**src/rtl/aes_inv_key_sched_if.sv**
```systemverilog
// Round-key stream between the inverse AES-128 key scheduler and its consumer.
// The master side loads the key and accepts round keys; the slave is the scheduler.
interface aes_inv_key_sched_if;
  logic         load_key;
  logic [127:0] key_in;
  logic         rk_ready;
  logic         rk_valid;
  logic [127:0] rk_out;
  logic [3:0]   rk_round;
  logic         busy;
  logic         done;

  modport master (
    output load_key, key_in, rk_ready,
    input  rk_valid, rk_out, rk_round, busy, done
  );

  modport slave (
    input  load_key, key_in, rk_ready,
    output rk_valid, rk_out, rk_round, busy, done
  );
endinterface

```
**src/rtl/aes_inv_key_sched.sv**
```systemverilog
// Reverse AES-128 key schedule: from the round-10 key, emits round keys 10 down to 0,
// one per handshake, using a shared external combinational S-box.
module aes_inv_key_sched #(
  parameter int unsigned NR = 10
) (
  input  logic                 clk,
  input  logic                 reset,
  aes_inv_key_sched_if.slave   ks,
  output logic [31:0]          sbox_in,
  input  logic [31:0]          sbox_out
);

  typedef enum logic [2:0] {StIdle, StOut, StSub, StExpand, StDone} state_e;

  state_e       state_q, state_d;
  logic [127:0] kreg_q, kreg_d;
  logic [3:0]   round_q, round_d;
  logic [7:0]   rcon;

  // Rcon of the key currently held; the key being recovered is one round earlier.
  always_comb begin
    case (round_q)
      4'd1:    rcon = 8'h01;
      4'd2:    rcon = 8'h02;
      4'd3:    rcon = 8'h04;
      4'd4:    rcon = 8'h08;
      4'd5:    rcon = 8'h10;
      4'd6:    rcon = 8'h20;
      4'd7:    rcon = 8'h40;
      4'd8:    rcon = 8'h80;
      4'd9:    rcon = 8'h1b;
      4'd10:   rcon = 8'h36;
      default: rcon = 8'h00;
    endcase
  end

  always_comb begin
    state_d = state_q;
    kreg_d  = kreg_q;
    round_d = round_q;
    sbox_in = '0;
    case (state_q)
      StIdle: begin
        if (ks.load_key) begin
          kreg_d  = ks.key_in;
          round_d = 4'(NR);
          state_d = StOut;
        end
      end
      StOut: begin
        if (ks.rk_ready) state_d = (round_q == 4'd0) ? StDone : StSub;
      end
      StSub: begin
        // Undo the forward XOR chain for words 1..3; word 0 waits for the S-box.
        kreg_d  = {kreg_q[127:96], kreg_q[127:96] ^ kreg_q[95:64],
                   kreg_q[95:64] ^ kreg_q[63:32], kreg_q[63:32] ^ kreg_q[31:0]};
        state_d = StExpand;
      end
      StExpand: begin
        sbox_in              = {kreg_q[23:0], kreg_q[31:24]};
        kreg_d[127:96]       = kreg_q[127:96] ^ sbox_out ^ {rcon, 24'h0};
        round_d              = round_q - 4'd1;
        state_d              = StOut;
      end
      StDone: begin
        round_d = 4'(NR);
        state_d = StIdle;
      end
      default: state_d = StIdle;
    endcase
  end

  always_ff @(posedge clk) begin
    if (reset) begin
      state_q <= StIdle;
      kreg_q  <= '0;
      round_q <= 4'(NR);
    end else begin
      state_q <= state_d;
      kreg_q  <= kreg_d;
      round_q <= round_d;
    end
  end

  assign ks.rk_valid = (state_q == StOut);
  assign ks.rk_out   = kreg_q;
  assign ks.rk_round = round_q;
  assign ks.busy     = (state_q != StIdle);
  assign ks.done     = (state_q == StDone);

endmodule

```
**src/flat_wrapper.sv**
```systemverilog
// flat-port wrapper written by rule: the top's interface ports become plain ports
module aes_inv_key_sched_flat 
#(
  parameter int unsigned NR = 10
)
  (clk, reset, sbox_in, sbox_out, ks_load_key, ks_key_in, ks_rk_ready, ks_rk_valid, ks_rk_out, ks_rk_round, ks_busy, ks_done);
  aes_inv_key_sched_if ks_i ();
  input  logic clk;
  input  logic reset;
  output logic [31:0] sbox_in;
  input  logic [31:0] sbox_out;
  input wire logic [$bits(ks_i.load_key)-1:0] ks_load_key;
  input wire logic [$bits(ks_i.key_in)-1:0] ks_key_in;
  input wire logic [$bits(ks_i.rk_ready)-1:0] ks_rk_ready;
  output wire logic [$bits(ks_i.rk_valid)-1:0] ks_rk_valid;
  output wire logic [$bits(ks_i.rk_out)-1:0] ks_rk_out;
  output wire logic [$bits(ks_i.rk_round)-1:0] ks_rk_round;
  output wire logic [$bits(ks_i.busy)-1:0] ks_busy;
  output wire logic [$bits(ks_i.done)-1:0] ks_done;
  assign ks_i.load_key = ks_load_key;
  assign ks_i.key_in = ks_key_in;
  assign ks_i.rk_ready = ks_rk_ready;
  assign ks_rk_valid = ks_i.rk_valid;
  assign ks_rk_out = ks_i.rk_out;
  assign ks_rk_round = ks_i.rk_round;
  assign ks_busy = ks_i.busy;
  assign ks_done = ks_i.done;
  aes_inv_key_sched #(.NR(NR)) u_core (.clk(clk), .reset(reset), .ks(ks_i), .sbox_in(sbox_in), .sbox_out(sbox_out));
endmodule
```
**config.mk**
```make
export PLATFORM = sky130hd
export DESIGN_NAME = aes_inv_key_sched_flat
export DESIGN_NICKNAME = d
export VERILOG_FILES = /design/src/rtl/aes_inv_key_sched_if.sv /design/src/rtl/aes_inv_key_sched.sv /design/src/flat_wrapper.sv
export SDC_FILE = /design/constraint.sdc
export NUM_CORES = 1
export LEC_CHECK = 0
export CAP_MARGIN = 20
export CORE_ASPECT_RATIO = 0.5
export CORE_MARGIN = 4
export CORE_UTILIZATION = 43
export DETAILED_ROUTE_END_ITERATION = 6
export PLACE_DENSITY = 0.82
export SLEW_MARGIN = 40
export SYNTH_ARGS = -nofsm -noshare
export SYNTH_HDL_FRONTEND = slang
export SYNTH_SLANG_ARGS = --single-unit
export TNS_END_PERCENT = 20
```
**constraint.sdc**
```tcl
create_clock -name clk -period 2.5 [get_ports clk]
set_input_delay 0.25 -clock clk [delete_from_list [all_inputs] [get_ports clk]]
set_output_delay 0.25 -clock clk [all_outputs]
set_load 0.02 [all_outputs]
```
==> metrics.yaml <==
drt:
  wl_um: 27900
  drcViolationCount: 0
  vias_per_cell: 5.63
  drtPass1Iterations: 5
  initialDrtViolationCount: 647
  num_vias: 8595
  drtAntennaViolNets: 0
  wl_per_cell_um: 18.3
sta:
  period_share_pct: 97.2
  worst_pin_slew_ns: 0.570
  tns_ns: 0
  finalHoldViolations: 0
  clock_skew_ns: 0.0141
  finalMaxSlewViolations: 0
  setup_viol: 0
  hold_slack_ns: 0.190
  rsz0062_at_grt: "false"
  min_period_ns: 2.43
  maxSlewHeadroom_pct: 62.0
  fmax_mhz: 411
global_routing:
  antenna_found_initial: 0
  grt-ovfl-total: 0
  grt_max_degree: 117
  grt_pass1_wl_um: 42800
  first_global_vias: 8047
  grt.total_usage_pct: 26.6
cells_and_area:
  diodes: 0
  area_growth_syn_to_layout_pct: 54.8
  finish.net_count: 1457
  seqCellArea_um2: 2870
  stdcell_area_um2: 11600
  final_common_cell: "clkdlybuf4s50_1"
  utilization_pct: 69.3
  final_cell_mix: "clkdlybuf4s50_1, a21oi_1, nor2_1, dfxtp_1, o21ai_0"
  multi_input_area_um2: 4260
  nFillCells: 1360
  drive_gt1_share_pct: 5.07
cts:
  clk_latency_ns: 0.42
  cts.path.max_buffers: 2
  clk_pin_slew_worst_paths_ns: 0.07
  numCtsBuffers: 17
  cts_tree: "yes"
  ctsRootBufferMaster: "clkbuf_16"
  cts_sinks: 143
  h-tree-depth: 4
  cts_setup_buffers: 0
synth:
  synth_edf_count: 0
  synth_top_family_by_area: "compound AO/OA/AOI/OAI gates"
  yosysUniqueCellTypes: 38
  muxShareOfSynthArea_pct: 0.151
  seq_area_frac_synth_pct: 38.3
  synth_fa_ha_area_share_pct: 0.838
  synth_seq_cells: 143
  ys.warnings.count: 0
  synth_xor_area_share_pct: 1.06
  synth_nets: 1170
  mappedNetlistArea_um2: 7470
  netlist_instances: 1001
  synth_compound_area_share_pct: 28.1
  syn_avg_cell_area_um2: 7.46
  synth_flop_cell: "dfxtp_1"
  yosys.area_share.simple_pct: 26.6
  async_flop_share_pct: 0
die:
  core_area_um2: 16700
  rows: 33
  initial_core_util_pct: 44.8
  pin_count: 331
  die_h_um: 101
  die_area_um2: 19700
  die_w_um: 194
critical_path:
  cp-end-kind: "primary output"
  r2r-start: "u_core.state_q[2]$_SDFFE_PP0P_"
  startpoint: "u_core.state_q[0]$_SDFFE_PP0P_"
  path_cells: "and3b_2, buf_12, and2_1, clkdlybuf4s50_1"
  cp_max_fo: 44
  max_stage_delay_ns: 0.63
  cp_data_arrival_time_ns: 2.18
  required_ns: 2.25
  crit_slowest_cell: "clkdlybuf4s50_1"
  crit_path_start_kind: "flip-flop"
  path_class: "reg2out"
hold_path:
  hold_class: "in2reg"
  holdCritStartpoint: "reset"
power:
  vdd.ir_drop.worst_mv: 0.526
  p_per_area_nw_per_um2: 595
  power_leakage_nw: 4.25
place:
  hpwlAfterDp_um: 19800
  post_dp_cell_area_um2: 11000
  gp_congestion: 0.918
  port_buffers: 330
job:
  drv_cap: 0
outcome:
  outcome: "completed"
-- layout make-up --
| type | instances | area share, % |
|---|---|---|
| inverter | 9 | 0.292 |
| clock inverter | 12 | 1.07 |
| clock buffer | 20 | 4.04 |
| sequential | 143 | 24.8 |
| multi-input combinational | 769 | 36.8 |
| tap | 227 | 2.46 |
| timing repair buffer | 348 | 30.5 |
-- timing repair --
action / 4_1_cts / 5_1_grt
gates resized for setup: 1 / 4
hold buffers: 0 / 0
setup endpoints to repair: 32 / 32
pin swaps: 0 / 0
endpoints found under the hold margin: 0 / 0
-- worst paths after layout --
path	end	slack, ns	cells after the start
max	sbox_in[1]	0.07	4
min	u_core.ks.rk_out[121]$_SDFFE_PP0P_	0.19	2
max reg2reg	u_core.rcon[1]$_DFF_P_	0.41	6
min reg2reg	u_core.ks.rk_out[59]$_SDFFE_PP0P_	0.51	2
-- power breakdown --
group | leakage, nW | internal [mW] | total (mW) | switching [mW]
Combinational | 2.79 | 0.833 | 1.66 | 0.828
Sequential | 1.17 | 2.45 | 2.67 | 0.217
Clock | 0.285 | 1.48 | 2.55 | 1.07
-- critical path, delay by kind of cell, from the launching register on --
family / cells / cell delay [ns]
buffers and inverters: 2 / 0.85
flip-flops: 1 / 0.45
AND/OR/NAND/NOR: 2 / 0.44
-- cell usage after synthesis (9+ instances only) --
library cell  number  share of area [%]
a21oi_1          181                 12
a22o_1            29                3.4
a22oi_1           31                3.1
and2_1            32                2.7
buf_2             24                1.6
clkbuf_1          50                2.5
dfxtp_1          143                 38
inv_1              9               0.45
nand2_1           73                3.7
nand3_1           25                1.7
nand3b_1          31                3.1
nor2_1           140                7.0
nor2b_1           29                2.4
nor3_1            12               0.80
nor3b_1           35                3.5
o21ai_0           92                6.2
xnor2_1            9                1.1
-- flip-flops by register name, indices dropped and copies added (netlist names) --
name,count
u_core.ks.rk_out,128
u_core.ks.rk_round,4
u_core.rcon,8
u_core.state_q,3
-- per-stage QoR --
step           power (mW)  std cells  worst slack, ns
6_report             6.88       1528           0.0699
5_1_grt              7.16       1528        0.0000335
4_1_cts              6.89       1528           0.0160
3_5_place_dp         4.36       1496            0.225
3_3_place_gp         4.31       1496            0.312
2_1_floorplan        3.52       1001            0.623
-- logic make-up after synthesis --
family          Yosys count
fa+ha+maj                 5
mux                       1
simple gates            393
compound gates          361
flops                   143
buf+inv                  89
xor+xnor                  9
-- metal layers --
layer / track usage, % / routed length (um) / up-vias / part of all wire [%]
met3: 4.82 / 1580 / 63 / 5.7
li1: - / - / 4121 / -
met4: 9.61 / 864 / 0 / 3.1
met5: 0 / 0 / - / 0
met1: 33.8 / 11700 / 4082 / 42
met2: 46.4 / 13800 / 329 / 49
Power figures use the tool's default switching activity.
